$ cat src/rtl/y_window_acc.sv
// ============================================================================
// Module   : y_window_acc
// Summary  : Accumulates qualified samples over windows of 2^LOG2_WIN samples.
//            It publishes the sum, the floor average and the peak sample.
//            Peak detection is built only when PEAK_DET_EN is defined.
// Revision : 1.0 - initial release
// ============================================================================
`default_nettype none

module y_window_acc #(
  parameter int WIDTH    = 14,
  parameter int LOG2_WIN = 3
) (
  input  logic                      clk,
  input  logic                      rst_n,
  input  logic                      e,
  input  logic [WIDTH-1:0]          y_in,
  input  logic                      clr,
  output logic [WIDTH+LOG2_WIN-1:0] sum,
  output logic [WIDTH-1:0]          avg,
  output logic [WIDTH-1:0]          peak,
  output logic                      out_valid,
  output logic [LOG2_WIN-1:0]       win_cnt
);

  localparam int                  ACC_W    = WIDTH + LOG2_WIN;
  localparam logic [LOG2_WIN-1:0] CNT_LAST = '1;

  logic [ACC_W-1:0]    acc_q, acc_d;
  logic [LOG2_WIN-1:0] cnt_q, cnt_d;
  logic [ACC_W-1:0]    sum_q, sum_d;
  logic [WIDTH-1:0]    avg_q, avg_d;
  logic                valid_q, valid_d;
  logic [ACC_W-1:0]    acc_sum;
  logic                take, last;

  // A sample arriving with clr is discarded, so clr gates capture entirely.
  assign take    = e && !clr;
  assign last    = take && (cnt_q == CNT_LAST);
  assign acc_sum = acc_q + ACC_W'(y_in);

  always_comb begin
    acc_d   = acc_q;
    cnt_d   = cnt_q;
    sum_d   = sum_q;
    avg_d   = avg_q;
    valid_d = 1'b0;
    if (clr) begin
      acc_d = '0;
      cnt_d = '0;
    end else if (last) begin
      sum_d   = acc_sum;
      avg_d   = acc_sum[ACC_W-1:LOG2_WIN];
      valid_d = 1'b1;
      acc_d   = '0;
      cnt_d   = '0;
    end else if (take) begin
      acc_d = acc_sum;
      cnt_d = cnt_q + 1'b1;
    end
  end

  always_ff @(posedge clk) begin
    if (!rst_n) begin
      acc_q   <= '0;
      cnt_q   <= '0;
      sum_q   <= '0;
      avg_q   <= '0;
      valid_q <= 1'b0;
    end else begin
      acc_q   <= acc_d;
      cnt_q   <= cnt_d;
      sum_q   <= sum_d;
      avg_q   <= avg_d;
      valid_q <= valid_d;
    end
  end

`ifdef PEAK_DET_EN
  logic [WIDTH-1:0] pk_q, pk_d;
  logic [WIDTH-1:0] peak_q, peak_d;
  logic [WIDTH-1:0] pk_max;

  assign pk_max = (y_in > pk_q) ? y_in : pk_q;

  always_comb begin
    pk_d   = pk_q;
    peak_d = peak_q;
    if (clr) begin
      pk_d = '0;
    end else if (last) begin
      peak_d = pk_max;
      pk_d   = '0;
    end else if (take) begin
      pk_d = pk_max;
    end
  end

  always_ff @(posedge clk) begin
    if (!rst_n) begin
      pk_q   <= '0;
      peak_q <= '0;
    end else begin
      pk_q   <= pk_d;
      peak_q <= peak_d;
    end
  end

  assign peak = peak_q;
`else
  assign peak = '0;
`endif

  assign sum       = sum_q;
  assign avg       = avg_q;
  assign out_valid = valid_q;
  assign win_cnt   = cnt_q;

endmodule

`default_nettype wire

$ cat config.mk
export PLATFORM = sky130hd
export DESIGN_NAME = y_window_acc
export DESIGN_NICKNAME = d
export VERILOG_FILES = /design/src/rtl/y_window_acc.sv
export SDC_FILE = /design/constraint.sdc
export NUM_CORES = 1
export LEC_CHECK = 0
export ABC_AREA = 1
export BUFFER_PORTS_ARGS = -buffer_cell sky130_fd_sc_hd__buf_2
export CELL_PAD_IN_SITES_DETAIL_PLACEMENT = 0
export CELL_PAD_IN_SITES_GLOBAL_PLACEMENT = 2
export CORE_MARGIN = 2
export CORE_UTILIZATION = 30
export CTS_CLUSTER_DIAMETER = 120
export DETAILED_ROUTE_END_ITERATION = 12
export MAX_ROUTING_LAYER = met4
export PLACE_DENSITY_LB_ADDON = 0.1
export REMOVE_ABC_BUFFERS = 1
export SLEW_MARGIN = 20
export SYNTH_ARGS = -nofsm -noshare
export SYNTH_HDL_FRONTEND = slang
export SYNTH_SLANG_ARGS = --single-unit
$ cat constraint.sdc
create_clock -name clk -period 4.65 [get_ports clk]
set_clock_uncertainty 0.05 [all_clocks]
set_input_delay 0.465 -clock clk [delete_from_list [all_inputs] [get_ports clk]]
set_output_delay 0.465 -clock clk [all_outputs]
set_load 0.05 [all_outputs]
==> impl_results.md, run 1 <==
* Cts bufs inserted at 5
* Synthesized area per cell at 6.311 um2
* First-pass GRT wire length at 11060 um
* Worst path max stage delay at 0.72 ns
* PwrDens at 271.9 nW/um2
* Die Y-Extent at 96.76 um
* Worst-path cell chain: buf_2 -> inv_2 -> nor2_2 -> nand2_4 -> nand2_2 -> or2_1 -> nor2_1 -> o21ai_0 -> inv_1
* Initial antenna violation count at 0
* Critical path class: in -> reg
* Endpoints failing setup at 0
* CP Launch Type: input pin
* Critical path buffers and inverters at 3
* H-tree lvl count at 2
* Largest net degree at the start of global routing at 21
* Endpoint class of the critical path: flip-flop
* CTS sink cnt at 38
* Delay-heaviest family, CP: simple AND/OR/NAND/NOR gates
* Via/cell ratio at 4.262
* Die area at 9363 um2
* Skew-Pair Late Insertion Delay at 0.30 ns
* Register area share after synthesis at 29.47%
* Post-synth top cells: 141 x nand2_1, 69 x inv_1, 38 x dfxtp_1, 32 x nor2_1, 30 x buf_4
* Nets at 483
* Total power at 0.7883 mW
* CP max stage cell: or2_1
* Vias in the first global route at 2238
* Cts hold-fix bufs at 0
* Filler cells at 939
* Slew @ Worst Pin at 0.9293 ns
* Unrepaired setup endpoints after global routing: false
* Initial Util at 31.10%
* Rel. slew slack at 38.04%
* Top cell type's share of synthesized area at 29.47%
* Worst endpoint data arrival time at 2.17 ns
* Fin crit period at 2.028 ns
* DR pass1 iterations at 4
* Min-Delay Path Class: reg -> reg
* Placed cell count at 546
* Placed wire-length estimate at 5190 um
* Run status: finished clean
* Detail Route Antenna Nets at 0
* WL final at 6694 um
* RePlAce Congestion at 0.8206
* Area of the multi-input gates at 1359 um2
* Async S/R FF share, synth at 0%
* Wire per inst at 12.08 um
* Max-cap violation count at 0
* Count leader, synth: nand2_1
* I/O pins at 67
* Post-Syn Area at 2581 um2
* Primary FF master, synth: dfxtp_1
* Cells after Synth at 409
* Fmax at 493.2 MHz
* Non-Filler Instances at 554
* Core area at 8299 um2
* Share of cells above drive strength 1 at 14.92%
* DR vias at 2361
* Maximum vdd drop at 0.1742 mV
* Overall routing resource usage at 15.04%
* Storage cell area at 760.7 um2
* GRT overflow at 0
* CTS tree: yes
* Initial DRC Count at 56
* Rows at 33
* Final Max Slew Viols at 0
* Cts repair resizes at 0
* Cell variety after synth at 27
* Yosys reg bits at 38
* Syn-to-layout area delta at 12.31%
* Post-synth EDFFs at 0
* Post-synth top area cell: dfxtp_1
* Final Cycle Share at 43.60%
* Root Buffer Master: clkbuf_8
* Worst hold margin at 0.4171 ns
* Final Util at 34.93%
* Clock tree buffer depth at 2
* Dominant cells by area after synthesis: dfxtp_1 29%, nand2_1 21%, inv_1 10%
* Fin. Hold Viols at 0
* Die Span X at 96.76 um
* Post-CTS setup buffers at 0
* Critical Path RT at 4.79 ns
* PortBufs at 52
* Post-route setup TNS at 0 ns
* Clock Pin Slew Worst Setup and Hold Paths at 0.08 ns
* Synthesis Warnings at 0
* Pleak at 1.788 nW
* # DRC at 0
* CP Max Fanout at 20
* N_diodes at 0
tightest hold or removal path: stages, from the launching register on:
cell and delay (ns):
dfxtp_1 0.31, nand2_1 0.06, a21oi_1 0.05
metrics by stage:
step | setup WS, ns | area, um2
6_report | 2.623 | 2899
4_1_cts | 2.572 | 2899
3_3_place_gp | 2.240 | 2785
2_1_floorplan | 2.670 | 2386
3_5_place_dp | 2.253 | 2785
5_1_grt | 2.443 | 2899
path summary, 6_finish.rpt:
check / startpoint / end / slack, ns / depth (start not counted)
setup / recovery: e / acc_q[4] / 2.62 / 9
hold / removal: sum[2] / sum[2] / 0.42 / 2
setup reg to reg: win_cnt[0] / acc_q[4] / 2.63 / 8
hold reg to reg: sum[2] / sum[2] / 0.42 / 2
state kept, by name (all words and copies together) (netlist names):
signal	count
win_cnt	3
out_valid	1
sum	17
acc_q	17
cell type report:
class | instances | area share (%)
clock inverter | 3 | 1.554
inverter | 71 | 9.193
timing repair buffer | 53 | 9.236
tap | 105 | 4.532
multi-input combinational | 279 | 46.87
sequential | 38 | 26.24
clock buffer | 5 | 2.374
metal layers:
layer | global-route usage [%] | share of wire (%) | up-vias
met4 | 4.334 | 1.5 | 0
met2 | 22.97 | 43 | 41
li1 | - | - | 1276
met5 | - | 0 | -
met3 | 2.601 | 3.5 | 8
met1 | 20.47 | 52 | 1036
cell usage in the layout, fill, tap and decap left out:
master	netlist	layout
bufinv_16	0	1
o211ai_1	4	4
nor2_4	1	1
xnor2_1	3	3
o21ai_1	1	1
nor3_1	4	4
nand3_1	28	28
nand2_1	141	141
nand2_4	1	1
ha_1	16	16
xor2_1	1	1
dfxtp_1	38	38
nand3b_1	2	2
o21bai_1	2	2
inv_1	69	69
clkbuf_8	0	5
a22o_1	2	2
fa_1	1	1
buf_2	3	52
a21oi_1	16	16
or2_1	3	3
buf_4	30	1
conb_1	1	14
clkinvlp_4	0	2
inv_2	2	2
o21ai_0	5	5
nor2_1	32	32
nor2_2	1	1
nand2_2	1	1
kinds of logic after synthesis:
| family | Yosys count | share of synthesized area (%) |
|---|---|---|
| flops | 38 | 29.47 |
| buf+inv | 105 | 19.78 |
| fa+ha+maj | 17 | 8.531 |
| compound gates | 30 | 6.689 |
| other cells | 1 | 0.1453 |
| xor+xnor | 4 | 1.357 |
| simple gates | 214 | 34.03 |
power breakdown:
part | internal (mW) | switching, mW
sequential | 0.332 | 0.00468
clock | 0.160 | 0.137
combinational | 0.0438 | 0.111
(Power assumes the default switching activity.)
==> run 2: changes to the inputs <==
--- a/config.mk
+++ b/config.mk
@@ -10,7 +10,7 @@
 export CELL_PAD_IN_SITES_DETAIL_PLACEMENT = 0
 export CELL_PAD_IN_SITES_GLOBAL_PLACEMENT = 2
 export CORE_MARGIN = 2
-export CORE_UTILIZATION = 30
+export CORE_UTILIZATION = 25
 export CTS_CLUSTER_DIAMETER = 120
 export DETAILED_ROUTE_END_ITERATION = 12
 export MAX_ROUTING_LAYER = met4
==> constraint.sdc (replaced) <==
create_clock -name clk -period 1.8 [get_ports clk]
set_clock_uncertainty 0.05 [all_clocks]
set_input_delay 0.18 -clock clk [delete_from_list [all_inputs] [get_ports clk]]
set_output_delay 0.18 -clock clk [all_outputs]
set_load 0.05 [all_outputs]
==> run 2 against run 1 <==
Effect of this change: routed wire length rose by 10%; utilization fell by 3.0 points; clock power rose by 110%; sequential share of layout area fell by 2.8 points; global-route usage fell by 0.92 points; via count rose by 3.0%.
==> impl_results.md, run 2 (synthesis gave the netlist of run 1 again) <==
* Fin crit period at 1.732 ns
* N_diodes at 0
* Max-cap violation count at 0
* Initial Util at 25.34%
* Switch share at 34.94%
* Fin. Hold Viols at 0
* Critical Path RT at 1.95 ns
* Largest net degree at the start of global routing at 20
* Post-route setup TNS at 0 ns
* DR vias at 2433
* Maximum vdd drop at 0.2800 mV
* Cell internal pwr at 1.290 mW
* FF-to-FF Start: acc_q[0]
* Reg-to-Reg End: acc_q[10]
* Share of cells above drive strength 1 at 28.26%
* CP max stage cell: fa_2
* Storage cell area at 763.2 um2
* Combinational Power Share at 24.2%
* Endpoints failing setup at 0
* Worst Hold End: sum[7]
* Overall routing resource usage at 14.12%
* CP Launch Type: flip-flop
* Share of power burned in registers at 44.1%
* Worst endpoint data arrival time at 1.88 ns
* Worst hold start: rst_n
* Fmax at 577.4 MHz
* PortBufs at 52
* Worst path max stage delay at 0.40 ns
* Run status: finished clean
* CTS sink cnt at 38
* Delay-heaviest family, CP: simple AND/OR/NAND/NOR gates
* PwrDens at 608.7 nW/um2
* Initial DRC Count at 50
* Critical path buffers and inverters at 1
* I/O pins at 67
* Fin area at 3257 um2
* Most frequent cells in the layout: 124 x nand2_1, 67 x inv_1, 52 x buf_2, 36 x dfxtp_1, 31 x nor2_1
* Filler cells at 1150
* Initial antenna violation count at 0
* Min-Delay Path Class: in -> reg
* CP Max Fanout at 3
* Total power at 1.982 mW
* Commonest non-fill, non-tap cell in the layout: nand2_1
* Die Span X at 105.6 um
* Via/cell ratio at 4.082
* Clock tree buffer depth at 2
* Core area at 10180 um2
* Non-Filler Instances at 596
* Unrepaired setup endpoints after global routing: true
* Critical path class: reg -> reg
* Worst hold path depth at 3
* NetSw at 0.6926 mW
* CTS tree: yes
* Final Util at 31.98%
* GRT overflow at 0
* Pleak at 1.863 nW
* Area of the multi-input gates at 1617 um2
* # DRC at 0
* R2R cell count at 12
* H-tree lvl count at 2
* Clock power frac at 31.7%
* Placed Instance Area at 2892 um2
* First-pass GRT wire length at 11810 um
* Cts bufs inserted at 5
* Vias in the first global route at 2304
* WL final at 7372 um
* Placed cell count at 586
* RePlAce Congestion at 0.7385
* Worst-path cell chain: ha_4 -> fa_2 -> nand2_2 -> nand2_4 -> nand3_4 -> nand2_4 -> nand2_2 -> nand3b_1 -> nand2_1 -> nand2_1 -> nand2_1 -> inv_1
* Detail Route Antenna Nets at 0
* Die Y-Extent at 105.6 um
* Syn-to-layout area delta at 26.18%
* Final Max Slew Viols at 0
* Most frequent CP cell: nand2_1
* Die area at 11150 um2
* Clock Pin Slew Worst Setup and Hold Paths at 0.09 ns
* Rows at 37
* Nets at 494
* Final Cycle Share at 96.21%
* DR pass1 iterations at 4
* Wire per inst at 12.37 um
* Endpoint class of the critical path: flip-flop
* Skew-Pair Late Insertion Delay at 0.30 ns
* Root Buffer Master: clkbuf_8
* Cts hold-fix bufs at 0
* Placed wire-length estimate at 5658 um
* Worst R2R Setup Slack at 0.07 ns
==> run 2: cell count changes in the layout (fill, tap and decap cells not counted), sizes merged <==
cell / previous run / this run
buf: 53 / 64
bufinv: 1 / 0
clkinv: 0 / 2
clkinvlp: 2 / 1
==> run 2: worst register-to-register path: stages, from the launching register on <==
cell and delay, ns:
dfxtp_2 0.35, ha_4 0.17, fa_2 0.40, nand2_2 0.09, nand2_4 0.07, nand3_4 0.08, nand2_4 0.07, nand2_2 0.06
nand3b_1 0.07, nand2_1 0.09, nand2_1 0.05, nand2_1 0.06, inv_1 0.03
==> run 2: what timing repair did <==
action | 4_1_cts | 5_1_grt
endpoints found under the setup margin | 11 | 20
pin swaps | 0 | 13
gates resized for setup | 6 | 56
setup buffers | 0 | 2
==> run 2: worst max path at each step <==
stage                from   endpoint  depth (start not counted)
3_3_place_gp      y_in[0]  acc_q[16]                         13
3_5_place_dp     acc_q[0]  acc_q[16]                         12
2_1_floorplan  win_cnt[0]   acc_q[3]                          8
4_1_cts          acc_q[0]  acc_q[16]                         12
6_report         acc_q[0]  acc_q[10]                         12
5_1_grt          acc_q[0]    sum[14]                         12
==> run 2: cell type report <==
cell class,count,share of cell area (%)
timing repair buffer,64,10.76
clock inverter,3,0.6531
clock buffer,5,2.113
tap,136,5.225
inverter,71,8.183
multi-input combinational,279,49.64
sequential,38,23.43
==> run 2: power groups by stage <==
stage                     registers [mW]  logic (mW)  clock network, mW
after global routing               0.877       0.547              0.700
after global placement             0.890       0.431                  0
after CTS                          0.871       0.432              0.677
final                              0.874       0.480              0.628
after floorplan                    0.890       0.293                  0
after detailed placement           0.891       0.426                  0
==> run 2: layer usage <==
metal / GRT usage [%] / share of wire [%] / vias up
met4: 3.383 / 1.0 / 0
met5: - / 0 / -
met3: 2.103 / 3.7 / 5
met2: 22.44 / 45 / 53
met1: 18.96 / 51 / 1072
li1: - / - / 1303
==> run 2: metrics by stage <==
step	setup WS, ns	hold slack (ns)
finish	0.06823	0.1977
floorplan	-0.1800	0.2753
global route	-0.04857	0.2112
global placement	-0.05486	0.4021
CTS	0.001455	0.2003
detailed placement	-0.1000	0.4070
==> run 3: changes to the inputs <==
--- a/config.mk
+++ b/config.mk
@@ -7,14 +7,12 @@
 export LEC_CHECK = 0
 export ABC_AREA = 1
 export BUFFER_PORTS_ARGS = -buffer_cell sky130_fd_sc_hd__buf_2
-export CELL_PAD_IN_SITES_DETAIL_PLACEMENT = 0
-export CELL_PAD_IN_SITES_GLOBAL_PLACEMENT = 2
 export CORE_MARGIN = 2
-export CORE_UTILIZATION = 25
+export CORE_UTILIZATION = 48
 export CTS_CLUSTER_DIAMETER = 120
 export DETAILED_ROUTE_END_ITERATION = 12
 export MAX_ROUTING_LAYER = met4
-export PLACE_DENSITY_LB_ADDON = 0.1
+export PLACE_DENSITY = 0.76
 export REMOVE_ABC_BUFFERS = 1
 export SLEW_MARGIN = 20
 export SYNTH_ARGS = -nofsm -noshare
==> constraint.sdc (replaced) <==
create_clock -name clk -period 1.45 [get_ports clk]
set_clock_uncertainty 0.05 [all_clocks]
set_input_delay 0.145 -clock clk [delete_from_list [all_inputs] [get_ports clk]]
set_output_delay 0.145 -clock clk [all_outputs]
set_load 0.05 [all_outputs]
==> run 3 against run 2 <==
Effect of this change: the run now ends with setup timing left; die area fell by 46%; routed wire length up 16%; combinational power rose by 72%; final cell count fell by 7.4%; clock power grew 28%; power is 37% higher; worst setup slack worse by 0.52 ns; via count rose by 19%; sequential share of layout area down 2.9 points; largest power group unchanged.
==> impl_results.md, run 3 (synthesis gave the netlist of run 1 again) <==
* Core area at 5140 um2
* CTS tree: yes
* Non-Filler Instances at 552
* Initial DRC Count at 264
* Worst hold margin at 0.1538 ns
* Max-cap violation count at 0
* Worst endpoint data arrival time at 2.05 ns
* I/O pins at 67
* Skew-Pair Late Insertion Delay at 0.30 ns
* DR pass1 iterations at 5
* Min-Delay Path Class: in -> reg
* Cts bufs inserted at 5
* Commonest non-fill, non-tap cell in the layout: nand2_1
* # DRC at 0
* GRT overflow at 0
* Rows at 26
* Final Max Slew Viols at 0
* Via/cell ratio at 5.248
* CP Launch Type: flip-flop
* WL final at 8520 um
* Share of cells above drive strength 1 at 44.40%
* Detail Route Antenna Nets at 0
* Initial antenna violation count at 0
* Overall routing resource usage at 24.40%
* PwrDens at 714.2 nW/um2
* Maximum vdd drop at 0.5651 mV
* Failing checks: setup timing
* CTS sink cnt at 38
* Final Cycle Share at 131.0%
* Syn-to-layout area delta at 47.36%
* RePlAce Congestion at 0.8771
* Pleak at 2.091 nW
* Endpoints failing setup at 30
* PortBufs at 52
* Root Buffer Master: clkbuf_8
* Nets at 516
* Largest net degree at the start of global routing at 20
* Run status: finished with violations
* Placed wire-length estimate at 4547 um
* Critical Path RT at 1.61 ns
* Vias in the first global route at 2644
* CP Max Fanout at 4
* Die Span X at 77.33 um
* Critical path class: reg -> reg
* DR vias at 2897
* First-pass GRT wire length at 11390 um
* N_diodes at 0
* Fin. Hold Viols at 0
* Final Util at 74.00%
* Clock tree buffer depth at 2
* Unrepaired setup endpoints after global routing: true
* Cts hold-fix bufs at 0
* Endpoint class of the critical path: flip-flop
* Fmax at 526.6 MHz
* Clock Pin Slew Worst Setup and Hold Paths at 0.08 ns
* H-tree lvl count at 2
* Setup WS post-layout at -0.4490 ns
* Die Y-Extent at 77.33 um
* Initial Util at 50.22%
* Most frequent cells in the layout: 96 x nand2_1, 64 x inv_1, 52 x buf_2, 28 x nand2_2, 27 x nor2_1
* Total power at 2.716 mW
* Die area at 5980 um2
* Wire per inst at 15.43 um
* Placed cell count at 532
* Fin crit period at 1.899 ns
[run 3: cell types whose count changed in the layout (fill, tap and decap cells not counted), moves of 5 or more]
cell,delta
buf_4,+14
ha_1,-6
nand3_4,+5
dfxtp_1,-12
ha_4,+10
dfxtp_2,+11
nand2_2,+15
nand2_4,+13
nand2_1,-28
nand3_1,-6
buf_6,+6
[run 3: metal layers]
layer	track usage, %	routed length, um	up-vias
met3	4.186	543	55
met2	44.61	4380	163
met4	10.71	467	0
li1	-	-	1346
met5	-	0	-
met1	25.73	3129	1333
[run 3: worst max-delay path, stage by stage (launching register included)]
cell and delay (ns):
dfxtp_2 0.35, ha_4 0.30, nand2_1 0.08, inv_1 0.10
nand2_1 0.10, nor3_1 0.28, nand2_2 0.13, nand3_1 0.18
nand2_2 0.10, nand2_2 0.09, nand2_1 0.06
[run 3: where the power goes]
| group | switching, mW | leakage, nW | internal, mW |
|---|---|---|---|
| combinational | 0.520 | 1.73 | 0.306 |
| sequential | 0.0227 | 0.315 | 1.07 |
| clock | 0.418 | 0.0472 | 0.383 |
| total | 0.961 | 2.09 | 1.76 |
[run 3: metrics by stage]
step | setup slack [ns] | TNS [ns] | area, um2
2_1_floorplan | -0.5300 | -13.78 | 2386
3_3_place_gp | -0.3273 | -5.766 | 2912
3_5_place_dp | -0.3804 | -6.757 | 2912
4_1_cts | -0.2660 | -3.581 | 3442
5_1_grt | -0.4701 | -8.095 | 3804
6_report | -0.4490 | -6.036 | 3804
[run 3: repair_timing]
action / 4_1_cts / 5_1_grt
gates cloned: 1 / 0
buffers inserted: 3 / 9
pin swaps: 21 / 35
gates resized for setup: 84 / 77
setup endpoints to repair: 37 / 34
[run 3: worst paths after layout]
path / from / end / slack, ns / cells after the start
max: acc_q[6] / sum[14] / -0.45 / 10
min: rst_n / sum[5] / 0.15 / 3
max reg2reg: acc_q[6] / sum[14] / -0.45 / 10
min reg2reg: sum[15] / sum[15] / 0.41 / 2
[run 3: area by class of cell]
type,count,area (um2)
inverter,71,275.3
sequential,38,780.7
multi-input combinational,279,2002
fill,394,1336
clock buffer,6,82.58
clock inverter,2,12.51
tap,70,87.58
timing repair buffer,86,563.0
